### src/rtl/mem_resp_queue_if.sv
// EX / WB / data-sram signal bundle for mem_resp_queue.
// master drives instructions and responses; slave is the queue.
interface mem_resp_queue_if #(
    parameter int DEPTH = 4,
    parameter int BUS_W = 64
);
    localparam int CW = $clog2(DEPTH) + 1;

    logic             flush;
    logic             in_valid;
    logic             in_allowin;
    logic [BUS_W-1:0] in_bus;
    logic             in_req;
    logic             in_res_from_mem;
    logic [4:0]       in_load_op;
    logic [31:0]      in_result;
    logic             in_exc;
    logic             out_valid;
    logic             out_allowin;
    logic [BUS_W-1:0] out_bus;
    logic [31:0]      out_result;
    logic             out_exc;
    logic             data_ok;
    logic [31:0]      rdata;
    logic [CW-1:0]    count;

    modport master (
        output flush, in_valid, in_bus, in_req, in_res_from_mem,
        output in_load_op, in_result, in_exc, out_allowin,
        output data_ok, rdata,
        input  in_allowin, out_valid, out_bus, out_result,
        input  out_exc, count
    );

    modport slave (
        input  flush, in_valid, in_bus, in_req, in_res_from_mem,
        input  in_load_op, in_result, in_exc, out_allowin,
        input  data_ok, rdata,
        output in_allowin, out_valid, out_bus, out_result,
        output out_exc, count
    );
endinterface

### src/rtl/mem_resp_queue.sv
// In-order MEM-stage queue of outstanding loads with load alignment.
// MEM_RESP_BYPASS_EN: forward data_ok/rdata straight to a waiting head.
module mem_resp_queue #(
    parameter int DEPTH = 4,
    parameter int BUS_W = 64
) (
    input logic             clk,
    input logic             reset,
    mem_resp_queue_if.slave q
);
    localparam int PW  = $clog2(DEPTH);
    localparam int CW  = PW + 1;
    localparam int CW1 = CW + 1;
    localparam logic [CW:0] DEPTH_W = CW1'(DEPTH);

    typedef struct packed {
        logic [BUS_W-1:0] bus;
        logic             req;
        logic             mem;
        logic [4:0]       op;
        logic [31:0]      result;
        logic             exc;
        logic             has_data;
        logic [31:0]      data;
    } ent_t;

    ent_t          ent_q [DEPTH];
    ent_t          ent_d [DEPTH];
    logic [PW-1:0] head_ptr_q, head_ptr_d;
    logic [PW-1:0] tail_ptr_q, tail_ptr_d;
    logic [PW-1:0] resp_ptr, idx;
    logic [CW-1:0] count_q, count_d;
    logic [CW-1:0] discard_q, discard_d;
    logic [CW-1:0] owed_cnt;
    logic          owed_found, resp_hit, byp;
    logic          head_rdy, out_valid, in_allowin;
    logic          enq, deq, consumed;
    ent_t          head;
    logic [31:0]   head_data;

    function automatic logic [31:0] ld_ext(
        input logic [4:0]  op,
        input logic [1:0]  off,
        input logic [31:0] d
    );
        logic [7:0]  b;
        logic [15:0] h;
        logic [31:0] r;
        b = d[{off, 3'b000} +: 8];
        h = off[1] ? d[31:16] : d[15:0];
        unique case (1'b1)
            op[1]:   r = {{24{b[7]}}, b};
            op[3]:   r = {24'b0, b};
            op[2]:   r = {{16{h[15]}}, h};
            op[4]:   r = {16'b0, h};
            default: r = d;
        endcase
        return r;
    endfunction

    // oldest entry still owed a response is where the next data_ok lands
    always_comb begin : scan
        resp_ptr   = head_ptr_q;
        idx        = head_ptr_q;
        owed_found = 1'b0;
        owed_cnt   = '0;
        for (int k = 0; k < DEPTH; k++) begin
            idx = head_ptr_q + PW'(k);
            if (CW'(k) < count_q && ent_q[idx].req
                && !ent_q[idx].has_data) begin
                owed_cnt = owed_cnt + CW'(1);
                if (!owed_found) begin
                    owed_found = 1'b1;
                    resp_ptr   = idx;
                end
            end
        end
    end

    always_comb begin : head_sel
        head     = ent_q[head_ptr_q];
        resp_hit = q.data_ok && (discard_q == '0) && owed_found;
`ifdef MEM_RESP_BYPASS_EN
        byp      = resp_hit && (resp_ptr == head_ptr_q);
`else
        byp      = 1'b0;
`endif
        head_rdy   = !head.req || head.has_data || byp;
        head_data  = byp ? q.rdata : head.data;
        out_valid  = (count_q != '0) && head_rdy && !q.flush;
        deq        = out_valid && q.out_allowin;
        in_allowin = !q.flush
                  && (({1'b0, count_q} + {1'b0, discard_q}) < DEPTH_W);
        enq        = q.in_valid && in_allowin;
        consumed   = q.data_ok && ((discard_q != '0) || owed_found);
    end

    assign q.in_allowin = in_allowin;
    assign q.out_valid  = out_valid;
    assign q.out_bus    = head.bus;
    assign q.out_exc    = head.exc;
    assign q.out_result = head.mem
                        ? ld_ext(head.op, head.result[1:0], head_data)
                        : head.result;
    assign q.count      = count_q;

    always_comb begin : next_state
        ent_d      = ent_q;
        head_ptr_d = head_ptr_q;
        tail_ptr_d = tail_ptr_q;
        count_d    = count_q;
        discard_d  = discard_q;
        if (q.data_ok && (discard_q != '0)) begin
            discard_d = discard_q - CW'(1);
        end
        if (resp_hit && !(byp && deq)) begin
            ent_d[resp_ptr].has_data = 1'b1;
            ent_d[resp_ptr].data     = q.rdata;
        end
        if (q.flush) begin
            // killed loads still get answered on the bus; drop those later
            discard_d  = discard_q + owed_cnt - CW'(consumed);
            head_ptr_d = tail_ptr_q;
            count_d    = '0;
            for (int k = 0; k < DEPTH; k++) begin
                ent_d[k].has_data = 1'b0;
            end
        end else begin
            if (enq) begin
                ent_d[tail_ptr_q].bus      = q.in_bus;
                ent_d[tail_ptr_q].req      = q.in_req;
                ent_d[tail_ptr_q].mem      = q.in_res_from_mem;
                ent_d[tail_ptr_q].op       = q.in_load_op;
                ent_d[tail_ptr_q].result   = q.in_result;
                ent_d[tail_ptr_q].exc      = q.in_exc;
                ent_d[tail_ptr_q].has_data = 1'b0;
                ent_d[tail_ptr_q].data     = '0;
                tail_ptr_d = tail_ptr_q + PW'(1);
            end
            if (deq) begin
                head_ptr_d = head_ptr_q + PW'(1);
            end
            count_d = count_q + CW'(enq) - CW'(deq);
        end
    end

    always_ff @(posedge clk) begin
        if (reset) begin
            head_ptr_q <= '0;
            tail_ptr_q <= '0;
            count_q    <= '0;
            discard_q  <= '0;
            for (int k = 0; k < DEPTH; k++) begin
                ent_q[k] <= '0;
            end
        end else begin
            head_ptr_q <= head_ptr_d;
            tail_ptr_q <= tail_ptr_d;
            count_q    <= count_d;
            discard_q  <= discard_d;
            ent_q      <= ent_d;
        end
    end

    assert property (@(posedge clk) disable iff (reset)
        !(q.data_ok && (discard_q == '0) && !owed_found));
endmodule

### src/flat_wrapper.sv
// flat-port wrapper written by rule: the top's interface ports become plain ports
module mem_resp_queue_flat 
#(
    parameter int DEPTH = 4,
    parameter int BUS_W = 64
)
  (clk, reset, q_flush, q_in_valid, q_in_bus, q_in_req, q_in_res_from_mem, q_in_load_op, q_in_result, q_in_exc, q_out_allowin, q_data_ok, q_rdata, q_in_allowin, q_out_valid, q_out_bus, q_out_result, q_out_exc, q_count);
  mem_resp_queue_if #(.DEPTH(DEPTH), .BUS_W(BUS_W)) q_i ();
  input logic clk;
  input logic reset;
  input wire logic [$bits(q_i.flush)-1:0] q_flush;
  input wire logic [$bits(q_i.in_valid)-1:0] q_in_valid;
  input wire logic [$bits(q_i.in_bus)-1:0] q_in_bus;
  input wire logic [$bits(q_i.in_req)-1:0] q_in_req;
  input wire logic [$bits(q_i.in_res_from_mem)-1:0] q_in_res_from_mem;
  input wire logic [$bits(q_i.in_load_op)-1:0] q_in_load_op;
  input wire logic [$bits(q_i.in_result)-1:0] q_in_result;
  input wire logic [$bits(q_i.in_exc)-1:0] q_in_exc;
  input wire logic [$bits(q_i.out_allowin)-1:0] q_out_allowin;
  input wire logic [$bits(q_i.data_ok)-1:0] q_data_ok;
  input wire logic [$bits(q_i.rdata)-1:0] q_rdata;
  output wire logic [$bits(q_i.in_allowin)-1:0] q_in_allowin;
  output wire logic [$bits(q_i.out_valid)-1:0] q_out_valid;
  output wire logic [$bits(q_i.out_bus)-1:0] q_out_bus;
  output wire logic [$bits(q_i.out_result)-1:0] q_out_result;
  output wire logic [$bits(q_i.out_exc)-1:0] q_out_exc;
  output wire logic [$bits(q_i.count)-1:0] q_count;
  assign q_i.flush = q_flush;
  assign q_i.in_valid = q_in_valid;
  assign q_i.in_bus = q_in_bus;
  assign q_i.in_req = q_in_req;
  assign q_i.in_res_from_mem = q_in_res_from_mem;
  assign q_i.in_load_op = q_in_load_op;
  assign q_i.in_result = q_in_result;
  assign q_i.in_exc = q_in_exc;
  assign q_i.out_allowin = q_out_allowin;
  assign q_i.data_ok = q_data_ok;
  assign q_i.rdata = q_rdata;
  assign q_in_allowin = q_i.in_allowin;
  assign q_out_valid = q_i.out_valid;
  assign q_out_bus = q_i.out_bus;
  assign q_out_result = q_i.out_result;
  assign q_out_exc = q_i.out_exc;
  assign q_count = q_i.count;
  mem_resp_queue #(.DEPTH(DEPTH), .BUS_W(BUS_W)) u_core (.clk(clk), .reset(reset), .q(q_i));
endmodule
### config.mk
export PLATFORM = sky130hd
export DESIGN_NAME = mem_resp_queue_flat
export DESIGN_NICKNAME = d
export VERILOG_FILES = /design/src/rtl/mem_resp_queue_if.sv /design/src/rtl/mem_resp_queue.sv /design/src/flat_wrapper.sv
export SDC_FILE = /design/constraint.sdc
export NUM_CORES = 1
export LEC_CHECK = 0
export ABC_AREA = 1
export CAP_MARGIN = 30
export CORE_ASPECT_RATIO = 1.75
export CORE_UTILIZATION = 50
export DETAILED_ROUTE_END_ITERATION = 7
export PLACE_DENSITY = 0.82
export SYNTH_ARGS = -nofsm -noshare
export SYNTH_HDL_FRONTEND = slang
export SYNTH_SLANG_ARGS = --single-unit
### constraint.sdc
create_clock -name clk -period 3.7 [get_ports clk]
set_clock_uncertainty 0.2 [all_clocks]
set_input_delay 0.555 -clock clk [delete_from_list [all_inputs] [get_ports clk]]
set_output_delay 0.555 -clock clk [all_outputs]
set_load 0.005 [all_outputs]
# Word-level counts from Yosys, hierarchy flattened
# Index checks and enable logic that the tools add are counted.
dict set report op_classes {
  n_lt_le_gt_ge 13
  addsub 13
  n_reduce_logical 34
  n_shift 1
  n_mux 70
  bitwise 7
}
# op count
set ops {}
lappend ops {{bitwise mux 548 bit} 10}
lappend ops {{demux 137 bit (select 2 bit)} 10}
lappend ops {{binary-select mux 137 bit (select 2 bit)} 4}
lappend ops {{2-to-1 mux 548 bit} 2}
lappend ops {{2-to-1 mux 73 bit} 7}
lappend ops {{2-to-1 mux 137 bit} 3}
lappend ops {{2-to-1 mux 136 bit} 3}
lappend ops {{2-to-1 mux 32 bit} 4}
lappend ops {{case mux 32 bit (4 select lines)} 1}
lappend ops {{2-to-1 mux 104 bit} 1}
lappend ops {{2-to-1 mux 72 bit} 1}
lappend ops {{2-to-1 mux 71 bit} 1}
lappend ops {{2-to-1 mux 33 bit} 2}
lappend ops {{2-to-1 mux 66 bit} 1}
lappend ops {{2-to-1 mux 34 bit} 1}
lappend ops {{variable part select 32 x 6 -> 8 bit} 1}
lappend ops {{logical AND 1 bit} 19}
lappend ops {{>= comparator 3 bit, second input constant} 6}
lappend ops {{inverter 2 -> 3 bit} 6}
lappend ops {{2-to-1 mux 16 bit} 1}
lappend ops {{2-to-1 mux 2 bit} 8}
lappend ops {{2-to-1 mux 3 bit} 5}
lappend ops {{adder 3 x 1 -> 3 bit, second input constant} 2}
lappend ops {{logical NOT 1 bit} 6}
lappend ops {{20 further kinds} 33}
dict set report word_totals {
  input_bits 142
  elab_cells 174
  output_inout_bits 102
  register_bits 558
}

# Longest topological paths before layout
dict set report depth {
  word_depth 31
  depth_mapped 22
  depth_no_buf 22
}

# Worst setup path after synthesis
# OpenSTA, ideal clock, no wires.
dict set report synth_path {
  path_kind {register -> register}
  start {reg u_core.head_ptr_q[0]}
  end {reg u_core.discard_q[2]}
  path_stages_with_launch 22
  arrival_time_ps 2888
  setup_slack_ps 480
  setup_time_ps 132
  synth_period_minus_slack_ps 3220
  path_buffers 1
  required_ps 3368
  path_cell_list {dfxtp_1 -> buf_4 -> nand2_1 -> nand2_1 -> nand2_1 -> nand3_2 -> inv_1 -> ha_1 -> inv_1 -> nand2_1 -> nand2_1 -> inv_1 -> ha_1 -> o21ai_0 -> ha_1 -> inv_1 -> fa_1 -> xor2_1 -> nand2_1 -> nand2_1 -> o21bai_1 -> a21oi_1}
}
dict set report synth_between {
  elab_chain_cells 16
  word_cells_on_any_way 47
  classes_between {add/sub (8); mux (21); bitwise (4); reduce/logical (14)}
}
# item line
set synth_lines {}
lappend synth_lines {{start, declared} mem_resp_queue.sv:29} ;# logic [PW-1:0] head_ptr_q, head_ptr_d;
lappend synth_lines {{start signal, assigned} mem_resp_queue.sv:157} ;# head_ptr_q <= head_ptr_d;
lappend synth_lines {{inverter 2 -> 3 bit (not written as such)} {mem_resp_queue.sv:69, mem_resp_queue.sv:70}}
lappend synth_lines {{binary-select mux 137 bit (select 2 bit)} {mem_resp_queue.sv:69, mem_resp_queue.sv:70}}
lappend synth_lines {{2-to-1 mux 137 bit (not written as such) (2 in a row)} mem_resp_queue.sv:69} ;# if (CW'(k) < count_q && ent_q[idx].req
lappend synth_lines {{logical AND 1 bit / logical NOT 1 bit (equally long branches)} {mem_resp_queue.sv:69, mem_resp_queue.sv:70}}
lappend synth_lines {{logical AND 1 bit} mem_resp_queue.sv:70} ;# && !ent_q[idx].has_data) begin
lappend synth_lines {{2-to-1 mux 1 bit} mem_resp_queue.sv:69}
lappend synth_lines {{adder 1 x 1 -> 2 bit} mem_resp_queue.sv:71} ;# owed_cnt = owed_cnt + CW'(1);
lappend synth_lines {{2-to-1 mux 3 bit} mem_resp_queue.sv:69}
lappend synth_lines {{adder 3 x 1 -> 3 bit} mem_resp_queue.sv:71}
lappend synth_lines {{2-to-1 mux 3 bit} mem_resp_queue.sv:69}
lappend synth_lines {{adder 3 x 1 -> 3 bit} mem_resp_queue.sv:71}
lappend synth_lines {{2-to-1 mux 3 bit} mem_resp_queue.sv:69}
lappend synth_lines {{adder 3 bit} mem_resp_queue.sv:122} ;# discard_d = discard_q + owed_cnt - CW'(consumed);
lappend synth_lines {{subtractor 3 x 1 -> 3 bit (*)} mem_resp_queue.sv:122}
lappend synth_lines {{2-to-1 mux 3 bit (*)} mem_resp_queue.sv:120} ;# if (q.flush) begin
lappend synth_lines {{end signal, assigned} mem_resp_queue.sv:160} ;# discard_q <= discard_d;
lappend synth_lines {{end, declared} mem_resp_queue.sv:33} ;# logic [CW-1:0] discard_q, discard_d;
# Every way passes the cells marked *; elsewhere a longest branch is shown, timed or not. The select of a mux whose other input is x is not followed.
# A chain may end at the register's enable or synchronous reset.

# Final worst setup path
dict set report layout_path {
  start {reg u_core.head_ptr_q[0]}
  end {out q_out_result[23]}
}
dict set report layout_between {
  elab_chain_cells 7
  word_cells_on_any_way 8
  classes_between {shift (1); mux (6); bitwise (1)}
}
# item line
set layout_lines {}
lappend layout_lines {{inverter 2 -> 3 bit (not written as such) (*)} mem_resp_queue.sv:81} ;# head = ent_q[head_ptr_q];
lappend layout_lines {{binary-select mux 137 bit (select 2 bit) (*)} mem_resp_queue.sv:81}
lappend layout_lines {{2-to-1 mux 137 bit (*) (2 in a row)} --}
lappend layout_lines {{variable part select 32 x 6 -> 8 bit / 2-to-1 mux 16 bit (equally long branches)} {mem_resp_queue.sv:49, mem_resp_queue.sv:50}}
lappend layout_lines {{case mux 32 bit (4 select lines)} mem_resp_queue.sv:51} ;# unique case (1'b1)
lappend layout_lines {{2-to-1 mux 32 bit (*)} mem_resp_queue.sv:103} ;# ? ld_ext(head.op, head.result[1:0], head_data)
lappend layout_lines {{end, declared} flat_wrapper.sv:25} ;# output wire logic [$bits(q_i.out_result)-1:0] q_out_result;
# Marked as above.

==> flow_summary_export.csv <==
group,metric,value,unit
finish,share_of_final_layout_standard_cells_stronger_than_drive_strength_1,7.04,%
die,die_h,298,µm
run,timing.max_cap.violations,0,
power_and_ir_drop,power.ir.vdd_worst,410,µV
placed_design,dp.final_hpwl,46.7,mm
sta,finalCriticalPeriod,3.77,ns
die,start_util,50.6,%
critical_path,critical_path.max_fanout,18,
sta,finalHoldViolCount,0,
drt,routed_wire_length_per_instance,17.5,µm
drt,drc,0,
critical_path,worst-endpoint-arrival,3.01,ns
power_and_ir_drop,power_frac_seq,46.4,%
sta,grt_setup_unrepaired,"yes",
synth,yosysTopAreaCellShare,44.3,%
cts,cts.sinks,554,
synth,leading_post_synthesis_cells_by_cell_area,"sky130_fd_sc_hd__dfxtp_1 (44%), sky130_fd_sc_hd__nand2_1 (12%), sky130_fd_sc_hd__nor2_1 (12%)",
finish,synthToLayoutAreaGrowth,20.1,%
synth,postSynthAreaPerCell,6.87,µm²
global_route,grt_use_total,29.8,%
critical_path,ordered_cell_list_for_the_critical_path,"nand2_2 -> inv_6 -> nand2_1 -> nand2_1 -> nor2_1 -> nand3_2 -> inv_2 -> nand2_2 -> buf_4 -> o21ai_2 -> o21ai_4 -> inv_1 -> clkdlybuf4s50_1",
synth,yosysWarnings,0,
critical_path,crit_required,2.94,ns
finish,finish.net_count,3922,
synth,synth_top_cell_by_area,"sky130_fd_sc_hd__dfxtp_1",
status,violations,"setup timing",
drt,viasPerCell,5.58,
synth,ys_types,37,
placed_design,detailedPlace.worstSlack,-0.00864,ns
sta,timing_worst_slew_pin_value,0.938,ns
cts,clock_transition_time_at_the_flip_flop_clock_pins_of_the_worst_setup_and_hold_paths,0.07,ns
finish,final_design_area_no_fill,0.0300,mm²
sta,final.period_utilization,102,%
drt,drtPass1Iterations,8,
die,dieArea,0.0510,mm²
die,die_width,171,µm
global_route,grt_max_degree,161,
synth,synth.net_count,3805,
min_path,hold_path_class,"primary input to flop",
placed_design,place.gp.congestion,0.980,
drt,vias,24900,
sta,fmax,266,MHz
power_and_ir_drop,clk_pwr_share,37.5,%
synth,ys_seq_elements,554,
cts,root_buffer,"sky130_fd_sc_hd__clkbuf_16",
drt,total_length_of_routed_wires,77.9,mm
power_and_ir_drop,power_per_standard_cell_area,450,mW/mm²
drt,remaining_number_of_nets_flagged_by_the_antenna_check_after_routing,0,
status,outcome,"finished with violations",
synth,ys_seq_area_share,44.3,%
critical_path,timing.critical_path.from_type,"flop",
critical_path,worstSetupEndpointType,"output pin",
sta,finalMaxSlewViolations,0,
critical_path,worstSetupPathType,"flop to output pin",
critical_path,critical-path-slowest-cell,"sky130_fd_sc_hd__clkdlybuf4s50_1",
sta,setup_ws,-0.0656,ns
power_and_ir_drop,static-leakage-power,0.0120,µW
cts,cts_max_path_buffers,3,
drt,detailedRoute.firstIterationViolations,2264,
global_route,antenna_found_initial,14,
power_and_ir_drop,switching_power,3740,µW
cts,cts_buffers,49,
global_route,gr-total-overflow,0,
cts,cts_tree,"done",
synth,synth.most_common_cell,"sky130_fd_sc_hd__nand2_1",
cts,worstSkewPairLatency,0.58,ns
synth,synth_async_sr_flop_share,0,%
synth,synthCells,3643,
sta,setup-violations-final,1,
global_route,grt_pass1_vias,23600,
placed_design,place.port_buffers,242,
synth,yosys-top-cells-count,"sky130_fd_sc_hd__nand2_1 (819), sky130_fd_sc_hd__nor2_1 (809), sky130_fd_sc_hd__dfxtp_1 (554)",
power_and_ir_drop,cell_internal_pwr,9770,µW
die,fp.coreArea,0.0495,mm²
die,number_of_standard_cell_rows_in_the_floorplan,108,
synth,yosys_most_used_dff,"sky130_fd_sc_hd__dfxtp_1",
power_and_ir_drop,power_switching_share,27.7,%
synth,synth-edff-count,0,
cts,cts-htree-levels,2,
synth,post_synth_instance_area,0.0250,mm²
critical_path,max_stage_delay,0.49,ns
sta,slew_headroom,37.5,%
die,boundaryPins,244,
sta,setup_tns,-0.0656,ns
power_and_ir_drop,combinationalPowerShare,16.0,%
placed_design,placed_cell_area,0.0279,mm²
global_route,grt_first_pass_wirelength,122,mm
worst max-delay path: cells and delay by family (launching register included):
kind | cells | cell delay [ns]
AND/OR/NAND/NOR | 6 | 0.74
AO/OA/AOI/OAI | 2 | 0.31
buffers and inverters | 5 | 0.99
flip-flops | 1 | 0.37
cell usage in the layout, fill, tap and decap left out, types with 7 or more instances in the layout:
master and count:
sky130_fd_sc_hd__ha_1 18, sky130_fd_sc_hd__o21ai_1 7, sky130_fd_sc_hd__nand3_2 13, sky130_fd_sc_hd__o211ai_1 11, sky130_fd_sc_hd__dlygate4sd2_1 16, sky130_fd_sc_hd__clkbuf_16 50, sky130_fd_sc_hd__nand2_4 8, sky130_fd_sc_hd__o22ai_1 8
sky130_fd_sc_hd__nand3_1 172, sky130_fd_sc_hd__inv_1 153, sky130_fd_sc_hd__clkdlybuf4s50_1 209, sky130_fd_sc_hd__nand2_2 12, sky130_fd_sc_hd__nand4_1 24, sky130_fd_sc_hd__buf_4 58, sky130_fd_sc_hd__inv_2 8, sky130_fd_sc_hd__clkbuf_8 8
sky130_fd_sc_hd__a21oi_1 244, sky130_fd_sc_hd__buf_6 12, sky130_fd_sc_hd__a21oi_2 13, sky130_fd_sc_hd__diode_2 7, sky130_fd_sc_hd__dfxtp_1 552, sky130_fd_sc_hd__clkbuf_1 13, sky130_fd_sc_hd__buf_12 20, sky130_fd_sc_hd__dlymetal6s2s_1 15
sky130_fd_sc_hd__nand2_1 806, sky130_fd_sc_hd__a22oi_1 178, sky130_fd_sc_hd__o21ai_0 273, sky130_fd_sc_hd__o21ai_2 11, sky130_fd_sc_hd__nor2_1 805
cell families (layout without fill, tap and decap cells):
logic type               count (synthesis)  after routing  synth area share [%]
AND/OR/NAND/NOR                       1858           1859                  29.7
XOR/XNOR                                 6              6                 0.210
other                                    0              7                     0
AO/OA/AOI/OAI                          763            763                  17.3
adder cells (fa/ha/maj)                 20             20                  1.06
flip-flops                             554            554                  44.3
buffers and inverters                  442            592                  7.37
registers in the layout (all words and copies together) (netlist names):
signal,count
u_core.ent_q,544
u_core.discard_q,3
u_core.q.count,3
u_core.head_ptr_q,2
u_core.tail_ptr_q,2
per-layer routing:
metal | global-route usage, % | wire, µm | vias up
met5 | 0 | 105 | -
li1 | - | - | 12100
met2 | 52.3 | 38500 | 1054
met1 | 33.2 | 29000 | 11500
met3 | 5.34 | 6070 | 272
met4 | 17.5 | 4160 | 16
power by group through the flow:
stage	clock, µW	combinational, µW	sequential, µW
3_5_place_dp	0	2050	6400
6_report	5070	2170	6270
4_1_cts	5090	2110	6270
3_3_place_gp	0	2030	6390
2_1_floorplan	0	1160	6370
5_1_grt	5330	2360	6290
what timing repair did:
| item | 4_1_cts | 5_1_grt |
|---|---|---|
| buffers inserted | 10 | 6 |
| setup endpoints to repair | 87 | 79 |
| hold buffers | 0 | 0 |
| gates resized for setup | 69 | 56 |
| cloned | 2 | 1 |
| pin swaps | 10 | 6 |
area by class of cell:
cell class                 count  area (µm²)
multi-input combinational   2648       12300
antenna                        7        17.5
timing repair buffer         337        3520
clock buffer                  69        1370
inverter                     170         668
sequential                   554       11100
fill                        4514       19400
clock inverter                16         171
tap                          660         826
path summary, 6_finish.rpt:
kind / start / end / slack [ns] / cells after the start
max: u_core.head_ptr_q[0]$_SDFFE_PP0P_ / q_out_result[23] / -0.07 / 13
min: q_flush / u_core.head_ptr_q[1]$_SDFFE_PP0P_ / 0.16 / 3
max reg2reg: u_core.q.count[2]$_SDFF_PP0_ / u_core.discard_q[2]$_SDFFE_PP0P_ / 0.25 / 20
min reg2reg: u_core.ent_q[38]$_SDFFE_PP0P_ / u_core.ent_q[38]$_SDFFE_PP0P_ / 0.26 / 2
through the flow:
| step | cells | util, % | hold slack (ns) | total power (µW) |
|---|---|---|---|---|
| floorplan | 3643 | - | 0.230 | 7530 |
| global placement | 4350 | 56.5 | 0.247 | 8420 |
| CTS | 4447 | 60.2 | 0.154 | 13500 |
| detailed placement | 4350 | 56.5 | 0.253 | 8450 |
| global route | 4459 | 60.7 | 0.178 | 14000 |
| finish | 4461 | 60.7 | 0.156 | 13500 |
(Power assumes the default switching activity.)
